File: config.mk
export PLATFORM = sky130hd
export DESIGN_NAME = ahsqr_k4_isqrt
export DESIGN_NICKNAME = d
export VERILOG_FILES = /design/src/rtl/ahsqr_k4_isqrt.sv
export SDC_FILE = /design/constraint.sdc
export NUM_CORES = 1
export LEC_CHECK = 0
export CAP_MARGIN = 10
export CORE_ASPECT_RATIO = 0.5
export CORE_MARGIN = 5
export CORE_UTILIZATION = 30
export CTS_BUF_LIST = sky130_fd_sc_hd__clkbuf_8
export DETAILED_ROUTE_END_ITERATION = 6
export GPL_ROUTABILITY_DRIVEN = 1
export HOLD_SLACK_MARGIN = 0.03
export PLACE_DENSITY = 0.62
export SYNTH_ARGS = -nofsm -noshare
export SYNTH_HDL_FRONTEND = slang
export SYNTH_SLANG_ARGS = --single-unit
File: constraint.sdc
create_clock -name clk -period 0.8 [get_ports clk]
set_clock_uncertainty 0.1 [all_clocks]
set_input_delay 0.16 -clock clk [delete_from_list [all_inputs] [get_ports clk]]
set_output_delay 0.16 -clock clk [all_outputs]
set_load 0.005 [all_outputs]
File: src/rtl/ahsqr_k4_isqrt.sv
// Approximate hybrid integer square root, k=4: 16-bit radicand to 8-bit root.
// The upper root nibble is exact. The lower nibble is a shifted partial remainder.
module ahsqr_k4_isqrt (
  input  logic        clk,
  input  logic        rst,
  input  logic [15:0] R,
  output logic [7:0]  final_op
);

  logic [7:0] hi_byte;
  logic [7:0] lo_byte;
  logic       hi_zero;

  logic [7:0] sq_in;
  logic [3:0] sq_root;
  logic [5:0] sq_rem;
  logic [5:0] acc;

  logic [1:0] lead_pos;
  logic [8:0] t_ext;
  logic [8:0] t_shift;
  logic [3:0] q_low;
  logic [7:0] next_op;

  assign hi_byte = R[15:8];
  assign lo_byte = R[7:0];
  assign hi_zero = (hi_byte == 8'd0);

  // A single root unit is shared between the high byte and the low byte.
  assign sq_in = hi_zero ? lo_byte : hi_byte;

  // Restoring root, two radicand bits per step. The partial remainder stays below 32.
  always_comb begin
    acc     = '0;
    sq_root = '0;
    for (int unsigned i = 0; i < 4; i++) begin
      acc = {acc[3:0], sq_in[7 - 2*i -: 2]};
      if (acc >= {sq_root, 2'b01}) begin
        acc     = acc - {sq_root, 2'b01};
        sq_root = {sq_root[2:0], 1'b1};
      end else begin
        sq_root = {sq_root[2:0], 1'b0};
      end
    end
    sq_rem = acc;
  end

  always_comb begin
    if (sq_root[3])
      lead_pos = 2'd3;
    else if (sq_root[2])
      lead_pos = 2'd2;
    else if (sq_root[1])
      lead_pos = 2'd1;
    else
      lead_pos = 2'd0;
  end

  // The top bit of sq_rem is always zero. It is carried through so the saturation
  // compare sees the full value.
  assign t_ext   = {sq_rem, lo_byte[7:5]};
  assign t_shift = t_ext >> lead_pos;
  assign q_low   = (t_shift > 9'd15) ? 4'd15 : t_shift[3:0];

  assign next_op = hi_zero ? {4'd0, sq_root} : {sq_root, q_low};

  always_ff @(posedge clk or posedge rst) begin
    if (rst)
      final_op <= '0;
    else
      final_op <= next_op;
  end

endmodule

==> results of run 1 <==
cell families (layout without fill, tap and decap cells):
| kind of cell | Yosys count | in the layout | synth area share |
|---|---|---|---|
| muxes | 12 | 12 | 0.0855 |
| and+or+nand+nor | 59 | 59 | 0.244 |
| DFF | 8 | 8 | 0.138 |
| adders and majority gates | 10 | 10 | 0.0864 |
| xor gates and xnor gates | 3 | 3 | 0.0181 |
| AOI/OAI and AO/OA | 66 | 66 | 0.380 |
| buffers and inverters | 16 | 137 | 0.0484 |
cell usage in the layout, fill, tap and decap left out, types with 6 or more instances in the layout:
cell | synthesis | final
buf_4 | 0 | 93
nor2_1 | 13 | 10
dfrtp_1 | 8 | 8
mux2i_1 | 9 | 9
inv_1 | 10 | 8
a21oi_1 | 9 | 8
ha_1 | 10 | 8
nand2_1 | 9 | 8
clkdlybuf4s50_1 | 0 | 6
buf_2 | 1 | 10
power by group through the flow:
stage / Clock (µW) / Sequential, µW / Combinational (µW)
2_1_floorplan: 0 / 552 / 1270
3_3_place_gp: 0 / 535 / 2400
3_5_place_dp: 0 / 534 / 2430
4_1_cts: 465 / 525 / 2490
5_1_grt: 497 / 535 / 2770
6_report: 455 / 523 / 2580
stage by stage:
stage | hold slack, ns | utilization | cells
after floorplan | -0.124 | - | 174
after global placement | 0.312 | 0.553 | 344
after detailed placement | 0.317 | 0.553 | 344
after CTS | 0.0778 | 0.583 | 358
after global routing | 0.0881 | 0.593 | 361
final | 0.0739 | 0.593 | 361
cell type report:
class / count / area [µm²] / share of cell area
Clock buffer: 3 / 41.3 / 0.0154
Inverter: 12 / 45.0 / 0.0168
Multi-Input combinational cell: 150 / 1370 / 0.510
Sequential cell: 8 / 200 / 0.0745
Tap cell: 66 / 82.6 / 0.0307
Timing Repair Buffer: 122 / 946 / 0.352
final timing paths:
kind | cells past startpoint | to
setup / recovery | 20 | final_op[2]
min in group clk | 4 | final_op[7]
max in group asynchronous | 2 | final_op[1]
hold / removal | 2 | final_op[7]
worst max-delay path: cells and delay by family:
family / cells / cell delay (ns)
adder cells (fa/ha/maj): 2 / 0.50
AO/OA/AOI/OAI: 9 / 1.46
AND/OR/NAND/NOR: 5 / 1.07
multiplexers: 2 / 0.28
buffers and inverters: 2 / 0.59
layer usage:
| layer | global-route usage | vias up |
|---|---|---|
| met1 | 0.214 | 861 |
| met3 | 0.00871 | 6 |
| met5 | 0 | - |
| li1 | - | 926 |
| met4 | 0.0450 | 0 |
| met2 | 0.308 | 54 |
what timing repair did:
| item | 4_1_cts | 5_1_grt |
|---|---|---|
| setup endpoints to repair | 16 | 16 |
| cloned | 0 | 0 |
| gates resized for setup | 80 | 11 |
| pin swaps | 19 | 17 |
| buffers inserted | 11 | 4 |
| hold endpoints to repair | 0 | 0 |
==> run metrics, run 1 <==
Peak Freq 248 MHz; slowest CP cell clkdlybuf4s50_1; Pins Over Slew Limit 0; Cell Int Power 2210 µW; VDD IR max 678 µV; Leak 0.00121 µW; biggest regs final_op (8); Yosys warnings 0; min Tclk post-route 4.03 ns; first-pass GRT wire length 8610 µm; MaxCap Viol Count 0; Antenna Cells 0; Max stage delay on crit path 0.53 ns; register bit total from synthesis 8; die area 6400 µm²; Clock transition at path regs 0.04 ns; H-Tree Depth 1; WL met1 2380 µm; top post-synthesis cells by area dfrtp_1 14%, ha_1 8.6%, mux2i_1 6.2%; fin crit share 5.03; TritonCTS clock tree built; GR Util All Layers 0.167; startpoint class of the critical path input pin; top-area cell type share of the netlist area 0.138; crit path from R[7]; syn_nets 202; Fill cells 397; Worst Tran Pin Value 0.417 ns; FP Rows 17; fin area 2690 µm²; routed wire length 5220 µm; GRT overflow 0; Setup crit end kind register; Top Layer Used met4; HPWL after DPL 4250 µm; # clock sinks 8; crit-path max FO 3; metal2 WL 2610 µm; number of routed nets with antenna violations 0; vias in the first global route 1806; RSZ-0062 raised after global routing yes; CTS buffer count 3; Layout area overhead 85.4%; failing checks negative setup slack; drt via density 5.12; via count 1847; number of DRC markers in iteration 0 65; WL per Instance 14.5 µm; Die Ht 59.1 µm; Reg power frac 0.147; Final Setup Violations 15; hold_buf cts 0; DR pass1 iterations 4; Setup CP Type input pin to register; Total Power 3560 µW; max FFs per register 8; Cells after Synth 174; Initial Utilization 0.320; pre-CTS setup slack -3.81 ns; fraction of registers with async set/reset 1.00; most used cell, CP mux2i_1; Die X 108 µm; largest net degree at the start of global routing 9; Yosys cell types 63; Clk Tree Root Cell clkbuf_8; gpl congestion 0.843; post-route setup slack -3.23 ns; cell area power density 1320 nW/µm²; sequential share of the synthesized area 0.138; status finished, violations left; Sw Ratio 0.378; port bufs 25; Nets 325; Post-route DRC 0; Synth area leader dfrtp_1; Switch Pwr 1340 µW; top_reg_cell synth dfrtp_1; synthesized area 1450 µm²; wire length on met3 191 µm; area post-placement 2510 µm²; Combinational Power Share 0.725; I/O pins 26; syn avg cell area 8.33 µm²; number of antenna violations at the first check in global routing 0; Clk network pwr share 0.128; fraction of layout cells with a size suffix above 1 0.566; TNS Setup -19.36 ns; WP data required 0.84 ns; Post-synth top cells 13 x nor2_1, 10 x ha_1, 10 x inv_1; critical path cell sequence clkdlybuf4s50_1 > nor2b_4 > a31oi_2 > nor2_1 > o2bb2ai_4 > inv_2 > ha_4 > a31oi_4 > o21ai_4 > nor2_4 > mux2i_1 > ha_1 > o21a_1 > o31a_1 > or3_1 > or4_4 > o2111ai_2 > o22a_1 > mux2i_1 > a32oi_1; count leader, synth nor2_1; Data arrival, critical path 4.06 ns; Slew Limit Headroom 0.719; HP Class input pin to async pin; Core Footprint 4530 µm²; final hold violations 0; maximum buffer depth of the clock tree 2; largest reg by FF count final_op; number of flops mapped to enable cells by yosys 0
No activity file was read; power rests on OpenSTA's default activity.
==> run 2: changes to the inputs <==
--- a/config.mk
+++ b/config.mk
@@ -5,6 +5,7 @@
 export SDC_FILE = /design/constraint.sdc
 export NUM_CORES = 1
 export LEC_CHECK = 0
+export ABC_AREA = 1
 export CAP_MARGIN = 10
 export CORE_ASPECT_RATIO = 0.5
 export CORE_MARGIN = 5
==> run metrics, run 2 <==
Cell Int Power 2160 µW; sequential share of the synthesized area 0.156; max FFs per register 8; Final Setup Violations 15; Combinational Power Share 0.744; Setup CP Type input pin to register; TNS Setup -16.64 ns; Sw Ratio 0.428; Max stage delay on crit path 0.29 ns; Layout area overhead 93.8%; Post-route DRC 0; via count 1758; GR Util All Layers 0.165; Setup crit end kind register; Data arrival, critical path 3.57 ns; number of routed nets with antenna violations 0; post-route setup slack -2.75 ns; Nets 345; largest net degree at the start of global routing 10; Switch Pwr 1620 µW; first-pass GRT wire length 7730 µm; failing checks negative setup slack; fin crit share 4.44; drt via density 4.76; number of antenna violations at the first check in global routing 0; pre-CTS setup slack -3.33 ns; # clock sinks 8; I/O pins 26; syn avg cell area 6.11 µm²; hold_buf cts 0; Yosys warnings 0; Slew Limit Headroom 0.740; Die X 103 µm; vias in the first global route 1750; Core Footprint 4000 µm²; HP Class input pin to async pin; fin util 0.621; register bit total from synthesis 8; top-area cell type share of the netlist area 0.202; biggest regs final_op (8); Yosys cell types 26; CTS buffer count 3; cell area power density 1520 nW/µm²; FP Rows 16; highest-count cells in the layout ignoring fill and taps 74 x buf_4, 55 x nand2_1, 21 x inv_1, 17 x nand3_1, 13 x nor2_1; die area 5770 µm²; Clk network pwr share 0.124; Antenna Cells 0; VDD IR max 617 µV; Die Ht 56.3 µm; count leader, synth nand2_1; non-filler instance count after layout 369; crit-path max FO 6; WP data required 0.81 ns; HPWL after DPL 3540 µm; top post-synthesis cells by area nand2_1 20%, dfrtp_1 16%, nand3_1 10%; Worst Tran Pin Value 0.391 ns; Total Power 3780 µW; gpl congestion 0.906; Reg power frac 0.132; Synth area leader nand2_1; top_reg_cell synth dfrtp_1; fraction of layout cells with a size suffix above 1 0.533; min Tclk post-route 3.55 ns; syn_nets 238; placed insts 339; Clk Tree Root Cell clkbuf_8; routed wire length 4930 µm; slowest CP cell ha_4; Clock transition at path regs 0.04 ns; Leak 0.00130 µW; DR pass1 iterations 4; Initial Utilization 0.321; status finished, violations left; synthesized area 1280 µm²; number of DRC markers in iteration 0 102; final hold violations 0; Post-synth top cells 69 x nand2_1, 26 x inv_1, 26 x nand3_1, 20 x nor2_1, 12 x a21oi_1; Fill cells 339; most used cell, CP nand2_4; GRT overflow 0; RSZ-0062 raised after global routing yes; TritonCTS clock tree built; Cells after Synth 210; startpoint class of the critical path input pin; number of flops mapped to enable cells by yosys 0; Pins Over Slew Limit 0; largest reg by FF count final_op; port bufs 25; WL per Instance 13.4 µm; commonest non-fill, non-tap cell in the layout buf_4; Peak Freq 281 MHz; H-Tree Depth 1; MaxCap Viol Count 0; maximum buffer depth of the clock tree 2; fraction of registers with async set/reset 1.00
==> run 2: cell count changes after synthesis, moves of 5 or more <==
cell,delta
mux2i_1,-9
nor2b_1,-6
nand3_2,+8
nand2_1,+60
o211ai_1,-5
nand3_1,+24
nand2_2,+5
inv_1,+16
a31oi_1,-7
nor2_1,+7
==> run 2: worst max path at each step <==
stage               startpoint  cells after the start  slack [ns]           to
floorplan                R[15]                     34       -2.78  final_op[3]
global placement         R[15]                     34       -3.25  final_op[3]
detailed placement       R[15]                     34       -3.33  final_op[3]
CTS                       R[9]                     36       -2.66  final_op[3]
global route             R[15]                     36       -3.02  final_op[3]
finish                   R[15]                     34       -2.75  final_op[2]
==> run 2: worst max-delay path: cells and delay by family <==
kind	cells	cell delay [ns]
AOI/OAI and AO/OA	4	0.31
adders and majority gates	3	0.73
buffers and inverters	5	0.37
and+or+nand+nor	22	1.99
==> run 2: logic make-up after synthesis <==
kind of cell               synth area share
and+or+nand+nor                       0.531
xor gates and xnor gates             0.0136
buffers and inverters                0.0965
DFF                                   0.156
AOI/OAI and AO/OA                     0.105
adders and majority gates            0.0975
==> run 2: power groups by stage <==
stage                     clock network [µW]  logic (µW)  registers, µW
after floorplan                            0        1200            524
after global placement                     0        2070            510
after detailed placement                   0        2110            511
after CTS                                477        2380            502
after global routing                     505        3050            508
final                                    470        2810            500
==> run 2: through the flow <==
stage                     hold slack, ns  instance area, µm²
after detailed placement           0.331                2120
after global placement             0.313                2120
final                             0.0788                2490
after global routing               0.118                2490
after CTS                         0.0957                2330
after floorplan                   -0.124                1430
==> run 2: cell type report <==
type	count	area (µm²)	share of cell area
multi-input combinational	171	1250	0.501
clock buffer	3	41.3	0.0166
tap	54	67.6	0.0272
sequential	8	200	0.0805
timing repair buffer	103	806	0.324
inverter	30	126	0.0508
==> run 2: metal layers <==
layer | wire, µm | vias to the layer above | track usage | part of all wire
met5 | 0 | - | 0 | 0
met4 | 98 | 0 | 0.0523 | 0.020
met3 | 256 | 13 | 0.0185 | 0.052
met2 | 2420 | 46 | 0.281 | 0.49
met1 | 2160 | 815 | 0.218 | 0.44
li1 | - | 884 | - | -
==> run 2: timing repair <==
| item | 4_1_cts | 5_1_grt |
|---|---|---|
| buffers inserted | 22 | 7 |
| gates resized for setup | 89 | 28 |
| endpoints found under the setup margin | 16 | 15 |
| pin swaps | 33 | 34 |
